===== src/rtl/ysyx_25040111_bus_arbiter.sv =====
// ---------------------------------------------------------------------------
// ysyx_25040111_bus_arbiter
//
// Two-master, one-slave read/write arbiter. The I-cache refill port and the
// LSU share one memory-side beat interface (valid/ready per beat). Masters are
// granted round-robin, and a grant is held for a whole transaction
// (1..256 beats for the I-cache, always a single beat for the LSU). A watchdog
// aborts a transfer when the slave stops answering.
//
// Parameters
//   TMO_W    width of the watchdog counter; the transfer is aborted on the
//            2**TMO_W-1'th consecutive cycle without a beat (TMO_W >= 2)
//
// Ports
//   clock, reset                 clock, asynchronous active-low reset
//   chvalid/chready              I-cache request / per-beat done pulse
//   chaddr/chlen/chburst         I-cache beat address, beats-1, burst hint
//   chdata                       I-cache beat data, valid with chready
//   lsvalid/lsready              LSU request / done pulse
//   lsaddr/lswen/lswdata/lswmask LSU address, write enable, data, strobes
//   lsrdata                      LSU read data, valid with lsready
//   mvalid/mready                slave request / slave beat done
//   maddr/mlen/mburst            slave address, beats-1, burst
//   mwen/mwdata/mwmask           slave write enable, data, strobes
//   mrdata                       slave read data
//   bus_err/err_src              watchdog abort pulse, aborted master (1=LSU)
// ---------------------------------------------------------------------------
module ysyx_25040111_bus_arbiter #(
  parameter int TMO_W = 8
) (
  input  logic        clock,
  input  logic        reset,

  input  logic        chvalid,
  output logic        chready,
  input  logic [31:0] chaddr,
  input  logic [7:0]  chlen,
  input  logic        chburst,
  output logic [31:0] chdata,

  input  logic        lsvalid,
  output logic        lsready,
  input  logic [31:0] lsaddr,
  input  logic        lswen,
  input  logic [31:0] lswdata,
  input  logic [3:0]  lswmask,
  output logic [31:0] lsrdata,

  output logic        mvalid,
  input  logic        mready,
  output logic [31:0] maddr,
  output logic [7:0]  mlen,
  output logic        mburst,
  output logic        mwen,
  output logic [31:0] mwdata,
  output logic [3:0]  mwmask,
  input  logic [31:0] mrdata,

  output logic        bus_err,
  output logic        err_src
);

  typedef enum logic [1:0] {
    IDLE  = 2'd0,
    GNT_I = 2'd1,
    GNT_D = 2'd2
  } state_t;

  // The cycle in which the watchdog still reads all-ones minus one while the
  // slave stalls again is the last tolerated one: that stall brings the count
  // of silent cycles to all-ones, so the abort is raised in that same cycle.
  localparam logic [TMO_W-1:0] WDOG_LAST = {{(TMO_W-1){1'b1}}, 1'b0};

  state_t           state;
  logic             last_gnt;
  logic [7:0]       beat_cnt;
  logic [TMO_W-1:0] wdog;

  logic             gnt_i;
  logic             gnt_d;
  logic             beat;
  logic             stall;
  logic             last_beat;
  logic             abort;
  logic [7:0]       cur_len;

  // Transfer status decoded from the registered grant. Because every term
  // depends on mvalid or the state register, a reset forces all of them low
  // immediately, and a stray mready outside a grant is ignored.
  always_comb begin
    gnt_i     = (state == GNT_I);
    gnt_d     = (state == GNT_D);
    beat      = mvalid & mready;
    stall     = mvalid & ~mready;
    cur_len   = gnt_i ? chlen : 8'd0;
    last_beat = beat & (beat_cnt == cur_len);
    abort     = stall & (wdog == WDOG_LAST);
  end

  // Live pass-through of the granted master's request fields; the I-cache
  // advances chaddr itself after each beat. Everything is zero when idle.
  always_comb begin
    maddr  = 32'd0;
    mlen   = 8'd0;
    mburst = 1'b0;
    mwen   = 1'b0;
    mwdata = 32'd0;
    mwmask = 4'd0;
    if (gnt_i) begin
      maddr  = chaddr;
      mlen   = chlen;
      mburst = chburst;
    end else if (gnt_d) begin
      maddr  = lsaddr;
      mwen   = lswen;
      mwdata = lswdata;
      mwmask = lswmask;
    end
  end

  // Ready pulses go to the owner of the grant on every beat, and once more
  // on an abort so the requester is never left waiting; the abort beat
  // carries zero data since the slave returned nothing.
  always_comb begin
    chready = gnt_i & (beat | abort);
    lsready = gnt_d & (beat | abort);
    chdata  = (gnt_i & beat) ? mrdata : 32'd0;
    lsrdata = (gnt_d & beat) ? mrdata : 32'd0;
    bus_err = abort;
    err_src = abort & gnt_d;
  end

  // Arbitration FSM. A grant is decided only in IDLE, so after a transfer
  // there is always at least one idle cycle before the next grant. On a tie
  // the master that was not granted last wins; last_gnt resets to the
  // I-cache so the first tie goes to the LSU. A beat in the cycle the
  // watchdog would fire takes priority, which falls out of abort requiring
  // mready low.
  always_ff @(posedge clock or negedge reset) begin
    if (!reset) begin
      state    <= IDLE;
      last_gnt <= 1'b0;
      mvalid   <= 1'b0;
      beat_cnt <= 8'd0;
      wdog     <= '0;
    end else begin
      case (state)
        IDLE: begin
          if (chvalid && (!lsvalid || last_gnt)) begin
            state    <= GNT_I;
            last_gnt <= 1'b0;
            mvalid   <= 1'b1;
            beat_cnt <= 8'd0;
            wdog     <= '0;
          end else if (lsvalid) begin
            state    <= GNT_D;
            last_gnt <= 1'b1;
            mvalid   <= 1'b1;
            beat_cnt <= 8'd0;
            wdog     <= '0;
          end
        end
        GNT_I, GNT_D: begin
          if (last_beat || abort) begin
            state    <= IDLE;
            mvalid   <= 1'b0;
            beat_cnt <= 8'd0;
            wdog     <= '0;
          end else if (beat) begin
            beat_cnt <= beat_cnt + 8'd1;
            wdog     <= '0;
          end else if (stall) begin
            wdog <= wdog + 1'b1;
          end
        end
        default: begin
          state  <= IDLE;
          mvalid <= 1'b0;
        end
      endcase
    end
  end

endmodule

===== config.mk =====
export PLATFORM = sky130hd
export DESIGN_NAME = ysyx_25040111_bus_arbiter
export DESIGN_NICKNAME = d
export VERILOG_FILES = /design/src/rtl/ysyx_25040111_bus_arbiter.sv
export SDC_FILE = /design/constraint.sdc
export NUM_CORES = 1
export LEC_CHECK = 0
export BUFFER_PORTS_ARGS = -buffer_cell sky130_fd_sc_hd__buf_2
export CAP_MARGIN = 40
export CORE_AREA = 3 3 112 114
export CTS_CLUSTER_DIAMETER = 100
export DETAILED_ROUTE_END_ITERATION = 10
export DIE_AREA = 0 0 115 117
export SLEW_MARGIN = 20
export SYNTH_ARGS = -nofsm -noshare
export SYNTH_HDL_FRONTEND = slang
export SYNTH_SLANG_ARGS = --single-unit

===== constraint.sdc =====
create_clock -name clock -period 3.4 [get_ports clock]
set_input_delay 1.02 -clock clock [delete_from_list [all_inputs] [get_ports clock]]
set_output_delay 1.02 -clock clock [all_outputs]
set_load 0.01 [all_outputs]

# Yosys cells after proc, flatten, opt, wreduce, memory -nomap -nowiden
# Index checks and enable logic that the tools add are counted.
# W data, S select, Z words.
[classes]
mux = 30
eq_ne = 8
addsub = 2
n_reduce_logical = 12
bitwise = 11
[ops]
columns = ["cell", "n"]
rows = [
  ["$mux W32", 6],
  ["$mux W8", 8],
  ["$pmux W8 S2", 2],
  ["$add A8 B1 Y8 const B", 2],
  ["$and A1 B1 Y1", 9],
  ["$eq A8 B8 Y1", 1],
  ["$eq A8 B8 Y1 const B", 1],
  ["$mux W4", 2],
  ["$mux W1", 7],
  ["$mux W2", 3],
  ["$ne A3 B3 Y1 const B", 2],
  ["$reduce_and A3 Y1", 2],
  ["$ne A4 B4 Y1 const B", 1],
  ["$pmux W2 S2", 1],
  ["$reduce_and A2 Y1", 2],
  ["$reduce_bool A2 Y1", 2],
  ["$eq A2 B1 Y1 const B", 1],
  ["$eq A2 B2 Y1 const B", 1],
  ["$logic_not A2 Y1", 1],
  ["$logic_or A1 B1 Y1", 2],
  ["$ne A2 B2 Y1 const B", 1],
  ["$pmux W1 S2", 1],
  ["$reduce_or A2 Y1", 1],
  ["$logic_and A1 B1 Y1", 1],
  ["3 further kinds", 3],
]
[totals]
word_cells = 68
reg_bits = 20
input_bits = 147

# Depth between registers and ports, before layout
# Gate-level depths: netlist of run 1.
[depth]
depth_word = 7
mapped_depth = 11

# Least setup slack after synthesis of run 1
# OpenSTA, ideal clock, no wires.
[synth_timing]
path_kind = "register to output"
start = "reg state[1]"
end = "out maddr[18]"
arrival_ns = 1.780
setup_slack_ns = 0.600
path_stages_with_launch = 8
cell_sequence = "dfrtp_1 > inv_1 > ha_1 > buf_6 > nor2b_1 > clkbuf_1 > clkbuf_1 > a22o_1"
[synth_between]
elab_chain_len = 3
elab_cells_between_ends = 4
[synth_rtl]
columns = ["item", "line", "text"]
rows = [
  ["from (decl)", "74", "state_t state;"],
  ["from (signal assigned)", "141", "state <= IDLE;"],
  ["from (signal assigned)", "150", "state <= GNT_I;"],
  ["from (signal assigned)", "156", "state <= GNT_D;"],
  ["$eq A2 B2 Y1", "92", "gnt_d = (state == GNT_D);"],
  ["$mux W32", "113", "end else if (gnt_d) begin"],
  ["$mux W32 (*)", "109", "if (gnt_i) begin"],
  ["to (decl)", "51", "output logic [31:0] maddr,"],
]
# Mark *: on every way between the ends. The rest lies on a longest branch, timed or not.

# Final worst setup path of run 1
[layout_timing]
start = "in mready"
end = "out chdata[7]"
[layout_between]
elab_chain_len = 3
[layout_rtl]
columns = ["item", "line", "text"]
rows = [
  ["from (decl)", "50", "input logic mready,"],
  ["$and A1 B1 Y1", "93", "beat = mvalid & mready;"],
  ["$and A1 B1 Y1", "127", "chdata = (gnt_i & beat) ? mrdata : 32'd0;"],
  ["$mux W32", "127", ""],
  ["to (decl)", "39", "output logic [31:0] chdata,"],
]
# No other way between the ends.

==> metrics.cfg, run 1 <==
[grt]
grt_usage=0.153
antenna_found_initial=1
grt_pass1_vias=3075
grt_pass1_wl_um=16400
grt_overflow_total=0
grt_start_max_net_pins=57

[drt]
drc=0
vias=3408
dr.pass1.iters=4
drtIter0Drc=193
ant_nets=0
wl_per_cell_um=16.4
finalWirelength_um=12100
routed_via_density=4.63

[sta]
fin_tns_setup_ns=0
worst_pin_slew_ns=0.798
max_freq_mhz=311
finalSetupViolations=0
period_needed_ns=3.21
layout_setup_ws_ns=0.187
slew_violations=0
finalCritPeriodShare=0.945
max_slew_margin=0.468
hold_viol=0
rsz0062_at_grt=false
skew_ns=0.00548

[pwr]
ir_drop_v=0.000194
leakage_nw=2.47
power_density_nw_per_um2=535
p_total_mw=2.18

[synthesis]
synth_top_area_cell=and2_1
syn-num-nets=468
synth_common_cells=and2_1 (108), a22o_1 (38), dfrtp_1 (20), clkbuf_1 (19)
yosysMostFrequentCell=and2_1
synthArstFlopShare=1.00
netlist_instances=314
synth.distinct_cells=39
synth_warnings=0
synth_area_leaders=and2_1 (28%), dfrtp_1 (21%), a22o_1 (14%), ha_1 (3.7%), o21ai_0 (3.4%)
netlist.area_leader.share=0.283
synth-edff-count=0
synth-seq-area-share=0.210
synth_flop_cell=dfrtp_1
syn_area_sq_um=2390
synth-seq-cells=20
avgSynthCellArea_sq_um=7.61

[die]
die_area_sq_um=13500
core_sq_um=11500
num_rows=39
die_w_um=115
die_y_um=117
start_util=0.207
io_pins=294

[placed_design]
placed_area_sq_um=3990
dp_slack_ns=0.195
io_buffers=293
place_congestion=0.834
hpwl_um=10400

[min_path]
holdPathStages=1
hold_path_class=flop to flop
min_from=wdog[7]
hold_path_end=wdog[7]

[critical_path]
ff2ff_path_depth=9
crit_fanout=32
worstReg2RegEnd=beat_cnt[6]
rr_startpoint=state[1]
required_ns=2.38
worst_setup_path_start_kind=primary input
r2r_slack_ns=0.57
cp_data_arrival_time_ns=2.19
crit_type=primary input to output port
startpoint=mready
end_kind=output port

[layout]
layout-drive-gt1-share=0.520
nFillCells=1248
num-nets-final=748
fin_area_sq_um=4070
syn2layout_area_growth_pct=70.2

[cts]
clock_sinks=20
cts_tree=built
cts_buffers=3
cts_setup_buffers=0
cts_hold_buf=0
clk-insertion-delay-late_ns=0.25
clkTransAtPathRegs_ns=0.06
cts_resized=0
h-tree-depth=1
clock-root-buffer=clkbuf_16
cts.path.max_buffers=2

[run]
maxCapViolCount=0

[status]
status=complete, no violations

per-stage QoR:
step / std cells / utilization / hold slack [ns]
final: 736 / 0.353 / 0.485
after floorplan: 314 / - / 0.445
after global placement: 732 / 0.346 / 0.460
after global routing: 736 / 0.353 / 0.507
after CTS: 735 / 0.353 / 0.485
after detailed placement: 732 / 0.346 / 0.477
sequential cells by signal (all words and copies together), names as in the netlist:
name,flops
last_gnt,1
mvalid,1
beat_cnt,8
state,2
wdog,8
power by group:
group / internal (mW) / leakage (nW) / switching (mW)
registers: 0.281 / 0.270 / 0.0560
logic: 0.686 / 2.16 / 0.911
clock network: 0.155 / 0.0370 / 0.0865
total: 1.12 / 2.47 / 1.05
kinds of logic after synthesis:
group / share of synthesized area
AO/OA/AOI/OAI: 0.266
XOR/XNOR: 0.0110
adder cells (fa/ha/maj): 0.0367
buffers and inverters: 0.0540
flip-flops: 0.210
multiplexers: 0.00471
AND/OR/NAND/NOR: 0.418
cell type report:
class                   count  area, sq um  area share
inverters                   8         30.0     0.00739
flip-flops and latches     20          500       0.123
multi-input cells         264         1770       0.435
clock buffers               3         75.1      0.0185
diodes                      1         2.50    0.000616
well taps                 143          179      0.0440
repair buffers            297         1510       0.371
worst max-delay path by stage:
stage / to / slack, ns
floorplan: maddr[18] / 0.60
global placement: chdata[24] / 0.30
detailed placement: chdata[7] / 0.19
CTS: chdata[7] / 0.19
global route: lsrdata[23] / 0.02
finish: chdata[7] / 0.19
worst max-delay path, cell delays in order:
cell and delay, ns:
buf_2 0.12, and3_1 0.68, and2_1 0.23, buf_2 0.13
placed cells by master, fill, tap and decap left out, drive strengths merged, types with 3 or more instances in the layout:
| master | Yosys | final |
|---|---|---|
| clkbuf | 19 | 3 |
| buf | 3 | 297 |
| ha | 7 | 7 |
| o21ai | 19 | 19 |
| and3 | 5 | 5 |
| a21oi | 3 | 3 |
| nand3 | 8 | 8 |
| and2 | 108 | 108 |
| nand4 | 4 | 4 |
| dfrtp | 20 | 20 |
| nor2 | 14 | 14 |
| o31ai | 5 | 5 |
| nand2 | 16 | 16 |
| nor2b | 12 | 12 |
| inv | 8 | 8 |
| a22o | 38 | 38 |
metal layers:
layer / global-route usage / part of all wire
met5: 0 / 0
met4: 0.0376 / 0.013
met3: 0.0242 / 0.074
met2: 0.252 / 0.49
met1: 0.211 / 0.42
Note: power is estimated with default switching activity, not from simulation.
==> run 2: changes to the inputs <==
- PLACE_DENSITY: default -> 0.67
- RECOVER_POWER: default -> 50
==> metrics.cfg, run 2 (synthesis results as in run 1) <==
[status]
status=complete, no violations

[die]
core_sq_um=11500
num_rows=39
die_area_sq_um=13500
die_y_um=117
start_util=0.207
die_w_um=115
io_pins=294

[pwr]
leakage_nw=2.28
p_total_mw=2.26
p_sw_mw=1.09
internal_power_mw=1.17
power_density_nw_per_um2=561
swShare=0.482
power_frac_seq=0.150
ir_drop_v=0.000230
combPwrFrac=0.706
power.share.clock=0.144

[placed_design]
place_inst=733
io_buffers=293
hpwl_um=10900
place_congestion=0.865

[drt]
finalWirelength_um=12700
dr.pass1.iters=4
routed_via_density=4.51
ant_nets=0
vias=3331
drc=0
wl_per_cell_um=17.2
drtIter0Drc=269

[layout]
top_regs=beat_cnt (8), wdog (8), state (2)
final_core_util=0.350
layout-drive-gt1-share=0.443
syn2layout_area_growth_pct=68.9
num-nets-final=749
final_cell_mix=buf_2 (248), and2_1 (99), clkbuf_1 (46), a22o_1 (38), dfrtp_1 (20)
layout_commonest_cell=buf_2
stdcell_count=738

[cts]
clock-root-buffer=clkbuf_16
clock_sinks=20
h-tree-depth=1
cts_tree=built
cts_buffers=3
cts.path.max_buffers=2
clk-insertion-delay-late_ns=0.26
clkTransAtPathRegs_ns=0.06

[run]
maxCapViolCount=0

[sta]
rsz0062_at_grt=false
slew_violations=0
max_slew_margin=0.253
period_needed_ns=3.19
max_freq_mhz=313
skew_ns=0.00821
finalSetupViolations=0
hold_viol=0
worst_pin_slew_ns=1.12
finalCritPeriodShare=0.939
fin_tns_setup_ns=0
hold_slack_ns=0.497

[critical_path]
worst_setup_path_start_kind=flop
end_kind=output port
critPathTopFamily=buffers and inverters
cp_slowest_stage_delay_ns=0.40
worstReg2RegEnd=beat_cnt[6]
crit_fanout=24
r2r_slack_ns=0.34
ff2ff_path_depth=10
path_cells=inv_1 -> ha_2 -> nor2b_4 -> buf_4 -> a22o_1 -> buf_2
rr_startpoint=state[1]
critPathSlowestCell=dfrtp_1
cp_data_arrival_time_ns=2.17
required_ns=2.38
crit_type=flop to output port
cp.buffers_inverters=3

[grt]
antenna_found_initial=3
grt_overflow_total=0
grt_start_max_net_pins=38
grt_pass1_wl_um=16800
grt_usage=0.161
grt_pass1_vias=2865

[min_path]
min_from=wdog[7]
hold_path_class=flop to flop
hold_path_end=wdog[7]
holdPathStages=1

## run 2: metal layers
metal | wire (um) | GRT usage | up-vias | share of wire
li1 | - | - | 1660 | -
met1 | 5430 | 0.233 | 1499 | 0.43
met2 | 5910 | 0.246 | 152 | 0.47
met3 | 1160 | 0.0432 | 16 | 0.091
met4 | 167 | 0.0250 | 4 | 0.013
met5 | 21 | 0 | - | 0.0017
## run 2: stage by stage
| step | setup WS, ns | area [sq um] |
|---|---|---|
| finish | 0.208 | 4040 |
| global route | 0.0443 | 4040 |
| CTS | 0.186 | 4100 |
| detailed placement | 0.124 | 4000 |
| global placement | 0.218 | 4000 |
| floorplan | 0.600 | 2390 |
## run 2: how the worst max path moves through the flow
| stage | from | to | slack [ns] | cells after the start |
|---|---|---|---|---|
| floorplan | state[1] | maddr[18] | 0.60 | 7 |
| global placement | mready | chdata[19] | 0.22 | 4 |
| detailed placement | mready | chdata[19] | 0.12 | 4 |
| CTS | state[1] | maddr[1] | 0.19 | 6 |
| global route | state[1] | maddr[1] | 0.04 | 6 |
| finish | state[1] | maddr[1] | 0.21 | 6 |
## run 2: power by group through the flow
stage / Combinational, mW / Sequential [mW] / Clock (mW)
final: 1.60 / 0.340 / 0.325
after global routing: 1.74 / 0.348 / 0.345
after CTS: 1.65 / 0.340 / 0.331
after detailed placement: 1.64 / 0.344 / 0
after global placement: 1.64 / 0.342 / 0
after floorplan: 1.00 / 0.329 / 0
## run 2: cell type report
type / instances / area, sq um
diodes: 1 / 2.50
clock buffers: 3 / 75.1
clock inverters: 1 / 30.0
fillers: 1265 / 7480
inverters: 8 / 30.0
multi-input cells: 264 / 1760
flip-flops and latches: 20 / 500
well taps: 143 / 179
repair buffers: 298 / 1450
## run 2: repair_timing
item,CTS,global route
endpoints found under the setup margin,23,0
gates resized for setup,1,0
endpoints found under the hold margin,0,0
hold buffers,0,0
setup buffers,0,0
## run 2: worst register-to-register path, stage by stage (launching register included)
cell and delay [ns]:
dfrtp_1 0.42, inv_1 0.10, ha_2 0.44, buf_12 0.25, nand2_1 0.14, a221oi_1 0.31, o2111ai_1 0.21, o31ai_4 0.29
clkbuf_1 0.40, nor2_1 0.09, a221o_1 0.28
